[src/rtl/uart_tx.sv]
// uart_tx: serial transmitter that pops words from an upstream FIFO and
// sends each one as a frame: start bit, PACKAGESIZE data bits, optional
// parity bit, then the stop bit(s).
//
// Ports:
//   clk       - clock, rising edge
//   rst       - synchronous active-high reset
//   fifoData  - word from the FIFO, valid the cycle after fifoRead
//   fifoEmpty - FIFO holds no word; only looked at while idle
//   fifoRead  - one-cycle pop strobe (decoded from the idle state)
//   tx        - serial line, idle high, registered
//   busy      - high from the fifoRead cycle through the last stop cycle
//
// Build option: define UART_TX_TWO_STOP_BITS_EN to send two stop bits
// instead of one.
module uart_tx #(
    parameter int unsigned BAUDRATE        = 9600,
    parameter int unsigned CLKFREQUENCY    = 100_000_000,
    parameter int unsigned PACKAGESIZE     = 8,
    parameter string       PARITYEXISTENCE = "NO",
    parameter string       SHIFT           = "MSBFIRST"
) (
    input  logic                   clk,
    input  logic                   rst,
    input  logic [PACKAGESIZE-1:0] fifoData,
    input  logic                   fifoEmpty,
    output logic                   fifoRead,
    output logic                   tx,
    output logic                   busy
);

    localparam int unsigned BAUDRATECYCLE = CLKFREQUENCY / BAUDRATE;
`ifdef UART_TX_TWO_STOP_BITS_EN
    localparam int unsigned STOP_BITS = 2;
`else
    localparam int unsigned STOP_BITS = 1;
`endif
    localparam int unsigned STOP_CYCLES = BAUDRATECYCLE * STOP_BITS;
    localparam int unsigned CNT_W       = (STOP_CYCLES > 1) ? $clog2(STOP_CYCLES) : 1;
    localparam int unsigned BIT_W       = $clog2(PACKAGESIZE);
    localparam bit          MSB_FIRST   = (SHIFT == "MSBFIRST");
    localparam bit          PARITY_EN   = (PARITYEXISTENCE != "NO");
    localparam bit          PARITY_ODD  = (PARITYEXISTENCE == "ODD");

    typedef enum logic [2:0] {
        IDLE   = 3'd0,
        LOAD   = 3'd1,
        START  = 3'd2,
        DATA   = 3'd3,
        PARITY = 3'd4,
        STOP   = 3'd5
    } state_t;

    state_t                 state_q, state_d;
    logic [CNT_W-1:0]       cnt_q, cnt_d;
    logic [BIT_W-1:0]       bit_q, bit_d;
    logic [PACKAGESIZE-1:0] shreg_q, shreg_d;
    logic                   par_q, par_d;
    logic                   tx_q, tx_d;
    logic                   last_bit_cyc;
    logic                   last_stop_cyc;

    assign last_bit_cyc  = (cnt_q == CNT_W'(BAUDRATECYCLE - 1));
    assign last_stop_cyc = (cnt_q == CNT_W'(STOP_CYCLES - 1));
    assign tx            = tx_q;

    // State register and datapath flops
    always_ff @(posedge clk) begin
        if (rst) begin
            state_q <= IDLE;
            cnt_q   <= '0;
            bit_q   <= '0;
            shreg_q <= '0;
            par_q   <= 1'b0;
            tx_q    <= 1'b1;
        end else begin
            state_q <= state_d;
            cnt_q   <= cnt_d;
            bit_q   <= bit_d;
            shreg_q <= shreg_d;
            par_q   <= par_d;
            tx_q    <= tx_d;
        end
    end

    // Next state, counters and outputs
    always_comb begin
        state_d  = state_q;
        cnt_d    = cnt_q;
        bit_d    = bit_q;
        shreg_d  = shreg_q;
        par_d    = par_q;
        fifoRead = 1'b0;
        tx_d     = 1'b1;
        busy     = 1'b0;

        case (state_q)
            IDLE: begin
                cnt_d = '0;
                bit_d = '0;
                if (!fifoEmpty) begin
                    fifoRead = 1'b1;
                    state_d  = LOAD;
                end
            end
            LOAD: begin
                shreg_d = fifoData;
                par_d   = PARITY_ODD ? ~^fifoData : ^fifoData;
                cnt_d   = '0;
                state_d = START;
            end
            START: begin
                if (last_bit_cyc) begin
                    cnt_d   = '0;
                    bit_d   = '0;
                    state_d = DATA;
                end else begin
                    cnt_d = cnt_q + CNT_W'(1);
                end
            end
            DATA: begin
                if (last_bit_cyc) begin
                    cnt_d = '0;
                    if (bit_q == BIT_W'(PACKAGESIZE - 1)) begin
                        state_d = PARITY_EN ? PARITY : STOP;
                    end else begin
                        bit_d   = bit_q + BIT_W'(1);
                        // Line bit always sits at the exit end of the register
                        shreg_d = MSB_FIRST ? {shreg_q[PACKAGESIZE-2:0], 1'b0}
                                            : {1'b0, shreg_q[PACKAGESIZE-1:1]};
                    end
                end else begin
                    cnt_d = cnt_q + CNT_W'(1);
                end
            end
            PARITY: begin
                if (last_bit_cyc) begin
                    cnt_d   = '0;
                    state_d = STOP;
                end else begin
                    cnt_d = cnt_q + CNT_W'(1);
                end
            end
            STOP: begin
                if (last_stop_cyc) begin
                    cnt_d   = '0;
                    state_d = IDLE;
                end else begin
                    cnt_d = cnt_q + CNT_W'(1);
                end
            end
            default: begin
                state_d = IDLE;
                cnt_d   = '0;
                bit_d   = '0;
            end
        endcase

        // No pop may be issued while reset is held
        if (rst) begin
            fifoRead = 1'b0;
        end

        // tx is registered, so it is computed from the state being entered
        case (state_d)
            START:   tx_d = 1'b0;
            DATA:    tx_d = MSB_FIRST ? shreg_d[PACKAGESIZE-1] : shreg_d[0];
            PARITY:  tx_d = par_d;
            default: tx_d = 1'b1;
        endcase

        busy = fifoRead | (state_q != IDLE);
    end

endmodule

[config.mk]
export PLATFORM = sky130hd
export DESIGN_NAME = uart_tx
export DESIGN_NICKNAME = d
export VERILOG_FILES = /design/src/rtl/uart_tx.sv
export SDC_FILE = /design/constraint.sdc
export NUM_CORES = 1
export LEC_CHECK = 0
export CAP_MARGIN = 20
export CELL_PAD_IN_SITES_DETAIL_PLACEMENT = 1
export CELL_PAD_IN_SITES_GLOBAL_PLACEMENT = 2
export CORE_MARGIN = 8
export CORE_UTILIZATION = 31
export DETAILED_ROUTE_END_ITERATION = 8
export GPL_TIMING_DRIVEN = 0
export PLACE_DENSITY = 0.7
export SETUP_SLACK_MARGIN = 0.1
export SYNTH_ARGS = -nofsm -noshare
export SYNTH_HDL_FRONTEND = slang
export SYNTH_SLANG_ARGS = --single-unit
export TNS_END_PERCENT = 100
[constraint.sdc]
create_clock -name clk -period 1.6 [get_ports clk]
set_input_delay 0.48 -clock clk [delete_from_list [all_inputs] [get_ports clk]]
set_output_delay 0.48 -clock clk [all_outputs]
set_load 0.02 [all_outputs]
==> metrics.md <==
| Metric | Value |
|---|---|
| Layout cells sized above 1 | `approximately 45%` |
| Final period utilization | `123%` |
| Endpoint class of the critical path | `primary output` |
| Async S/R FF share, synth | `0%` |
| Fin. Hold Viols | `0` |
| Placer Congestion | `approximately 0.70` |
| CP Data Arrival Time | `about 1.5 ns` |
| Slew margin rel. | `between 50% and 60%` |
| Reg clk slew, reported paths | `around 0.06 ns` |
| Hold Crit Depth | `2` |
| Final Non-Filler Cells | `about 270` |
| Leakage | `0.000894 uW` |
| First-pass iteration count of the detailed router | `4` |
| Vias/cell | `~5.1` |
| Num CTS Buffers | `5` |
| Max Clock Freq | `between 0.5 and 0.6 GHz` |
| Hold Crit Start | `bit_q[0]$_SDFFE_PP0P_` |
| Post-synthesis cell count | `~170` |
| Top_reg_cell synth | `dfxtp_1` |
| Gr usage total | `12.0%` |
| Clock Skew | `between 0.003 and 0.004 ns` |
| Yosys warning count | `0` |
| Sink Count | `30` |
| Final TNS setup | `-1.28 ns` |
| Final Setup Violations | `20` |
| First-pass GRT wire length | `approximately 7.0 mm` |
| CTS tree | `built` |
| Final Max Slew Viols | `0` |
| Grt ovf | `0` |
| # DRC | `0` |
| Post-synth top area share | `between 40% and 50%` |
| Power density over cell area | `~840 nW/um2` |
| Crit Path Class | `register to primary output` |
| Routed via count | `around 1400` |
| Post-Syn Area per Cell | `8.64 um2` |
| Worst Tran Pin Value | `approximately 0.6 ns` |
| Dominant cell by count in the synthesized netlist | `dfxtp_1` |
| Synth area leaders | `dfxtp_1, xnor2_1, nor2_1` |
| Top Layer Used | `met4` |
| Type of origin of the critical path | `register` |
| Initial drt markers | `36` |
| Status | `complete, but fails checks` |
| Pin count of the biggest net entering global routing | `11` |
| DPL Wire Length | `about 2.7 mm` |
| Final worst slack | `-0.361 ns` |
| CTS max path bufs | `2` |
| Met3 Wirelength | `around 110 um` |
| Placed insts | `~240` |
| Final Hold Slack | `between 0.5 and 0.6 ns` |
| Fin util | `between 50% and 60%` |
| Boundary pin count | `14` |
| Met2 wire len | `roughly 2.3 mm` |
| Core area | `between 4000 and 5000 um2` |
| Die Ht | `approximately 85 um` |
| Antenna Cells | `0` |
| Nets | `~230` |
| H-tree Lvls | `2` |
| Register area share after synthesis | `between 40% and 50%` |
| IO buf count | `12` |
| Crit path required time | `1.12 ns` |
| Netlist Area Pre-Place | `between 1000 and 1500 um2` |
| Number of global-route vias before repair | `around 1500` |
| Row count | `25` |
| Seq cells post-synth | `30` |
| Syn nets | `roughly 190` |
| FF-to-FF setup slack | `-0.11 ns` |
| Pwr Total | `between 1500 and 2000 uW` |
| Synth cell count leaders | `dfxtp_1, nor2_1, a21oi_1, xnor2_1, nor3_1` |
| R2R cell count | `8` |
| RSZ-0062 raised after global routing | `true` |
| M1 WL | `~1.8 mm` |
| Synth-to-Final Area Change | `58.5%` |
| Die area | `7300 um2` |
| Hold Path Class | `register to register` |
| Total wire length | `4.30 mm` |
| Worst R2R Start | `cnt_q[0]$_SDFF_PP0_` |
| Failing checks | `negative setup slack` |
| Initial Util | `between 30% and 40%` |
| Max_cap viols | `0` |
| Die Wd | `85.5 um` |
| Fin crit period | `1.96 ns` |
| Yosys top cell by area | `dfxtp_1` |
| Initial antenna violation count | `0` |
| Final ANT Viol Nets | `0` |
| Clk_lat worst skew | `roughly 0.28 ns` |
| Worst reg2reg endpoint | `tx$_SDFF_PP1_` |
| WHS Endpoint | `bit_q[0]$_SDFFE_PP0P_` |
| CP Max Fanout | `2` |
| Peak supply drop | `~0.00041 V` |
| Clock Tree Root | `clkbuf_8` |
| Unique masters post-synth | `37` |
| Avg WL per Cell | `approximately 16 um` |
| EDFF count, synth | `0` |
logic make-up after synthesis:
| family | count (synthesis) | synth area share (%) |
|---|---|---|
| AO/OA/AOI/OAI | 30 | 13.0 |
| XOR/XNOR | 18 | 10.5 |
| adder cells (fa/ha/maj) | 3 | 2.51 |
| buffers and inverters | 16 | 5.36 |
| flip-flops | 30 | 40.2 |
| multiplexers | 4 | 2.68 |
| AND/OR/NAND/NOR | 72 | 25.8 |
routing by layer:
layer / track usage (%) / vias to the layer above
li1: - / 683
met1: 12.8 / 674
met2: 22.1 / 15
met3: 3.28 / 8
met4: 3.82 / 0
met5: 0 / -
flip-flops by register name, indices dropped and copies added, names as in the netlist:
signal,flops
bit_q,3
tx,1
cnt_q,14
shreg_q,8
state_q,3
par_q,1
worst max-delay path: stages, from the launching register on:
cell	delay (ns)
dfxtp_2	0.32
buf_6	0.11
or3_4	0.39
nor3_4	0.14
or2_4	0.14
buf_6	0.10
how the worst max path moves through the flow:
stage / from / depth (start not counted) / end
floorplan: state_q[1]$_SDFF_PP0_ / 4 / busy
global placement: fifoEmpty / 4 / busy
detailed placement: fifoEmpty / 4 / busy
CTS: state_q[0]$_SDFF_PP0_ / 5 / busy
global route: state_q[2]$_SDFF_PP0_ / 5 / busy
finish: state_q[0]$_SDFF_PP0_ / 5 / busy
report_power, final:
| group | total, uW | switching (uW) | internal, uW | leakage [uW] |
|---|---|---|---|---|
| logic | 433 | 208 | 225 | 0.000595 |
| registers | 802 | 21.0 | 781 | 0.000247 |
| clock network | 747 | 282 | 465 | 0.0000524 |
| total | 1980 | 511 | 1470 | 0.000894 |
repair_timing:
action | CTS | global route
gates cloned | 1 | 0
setup buffers | 16 | 4
gates resized for setup | 54 | 50
endpoints found under the setup margin | 31 | 32
pin swaps | 23 | 15
hold buffers | 0 | 0
layout make-up:
cell class              instances  area (um2)
fillers                       516        2320
clock inverters                 1        30.0
repair buffers                 33         338
clock buffers                   7        76.3
flip-flops and latches         30         611
multi-input cells             127        1130
plain buffers                  10        91.3
inverters                       6        22.5
well taps                      54        67.6
per-stage QoR:
step	setup WS (ns)	instance area, um2
after detailed placement	-0.768	1750
after floorplan	-0.129	1570
after global routing	-0.415	2370
after global placement	-0.763	1750
final	-0.361	2370
after CTS	-0.357	2140
placed cells by master, fill, tap and decap left out, types with 2 or more instances in the layout:
cell            netlist  final
o21ai_1               1      2
dlymetal6s2s_1        0      6
nand4_1               6      6
ha_4                  0      2
clkbuf_8              0      5
buf_4                 0     14
dfxtp_1              30     24
or3_4                 1      3
buf_6                 2     14
clkbuf_1              4      4
nor3_2                0      5
nor2b_1               3      3
xnor2_2               0      3
dlygate4sd2_1         0      3
nand2b_1              2      2
nand2_1               8      8
inv_1                 6      5
and4_4                0      2
a21oi_2               0      8
xnor2_1              10      7
nor2_4                0      6
or3_1                 4      2
nor3_1                9      3
mux2i_4               0      2
nor2_2                0      6
dfxtp_2               0      5
o22ai_2               0      3
a2bb2o_4              0      2
o21ai_0               4      2
nor2_1               23     11
xor2_1                8      8
o22ai_1               7      4
nand3_1               5      5
and3_1                2      2
Power figures use the tool's default switching activity.
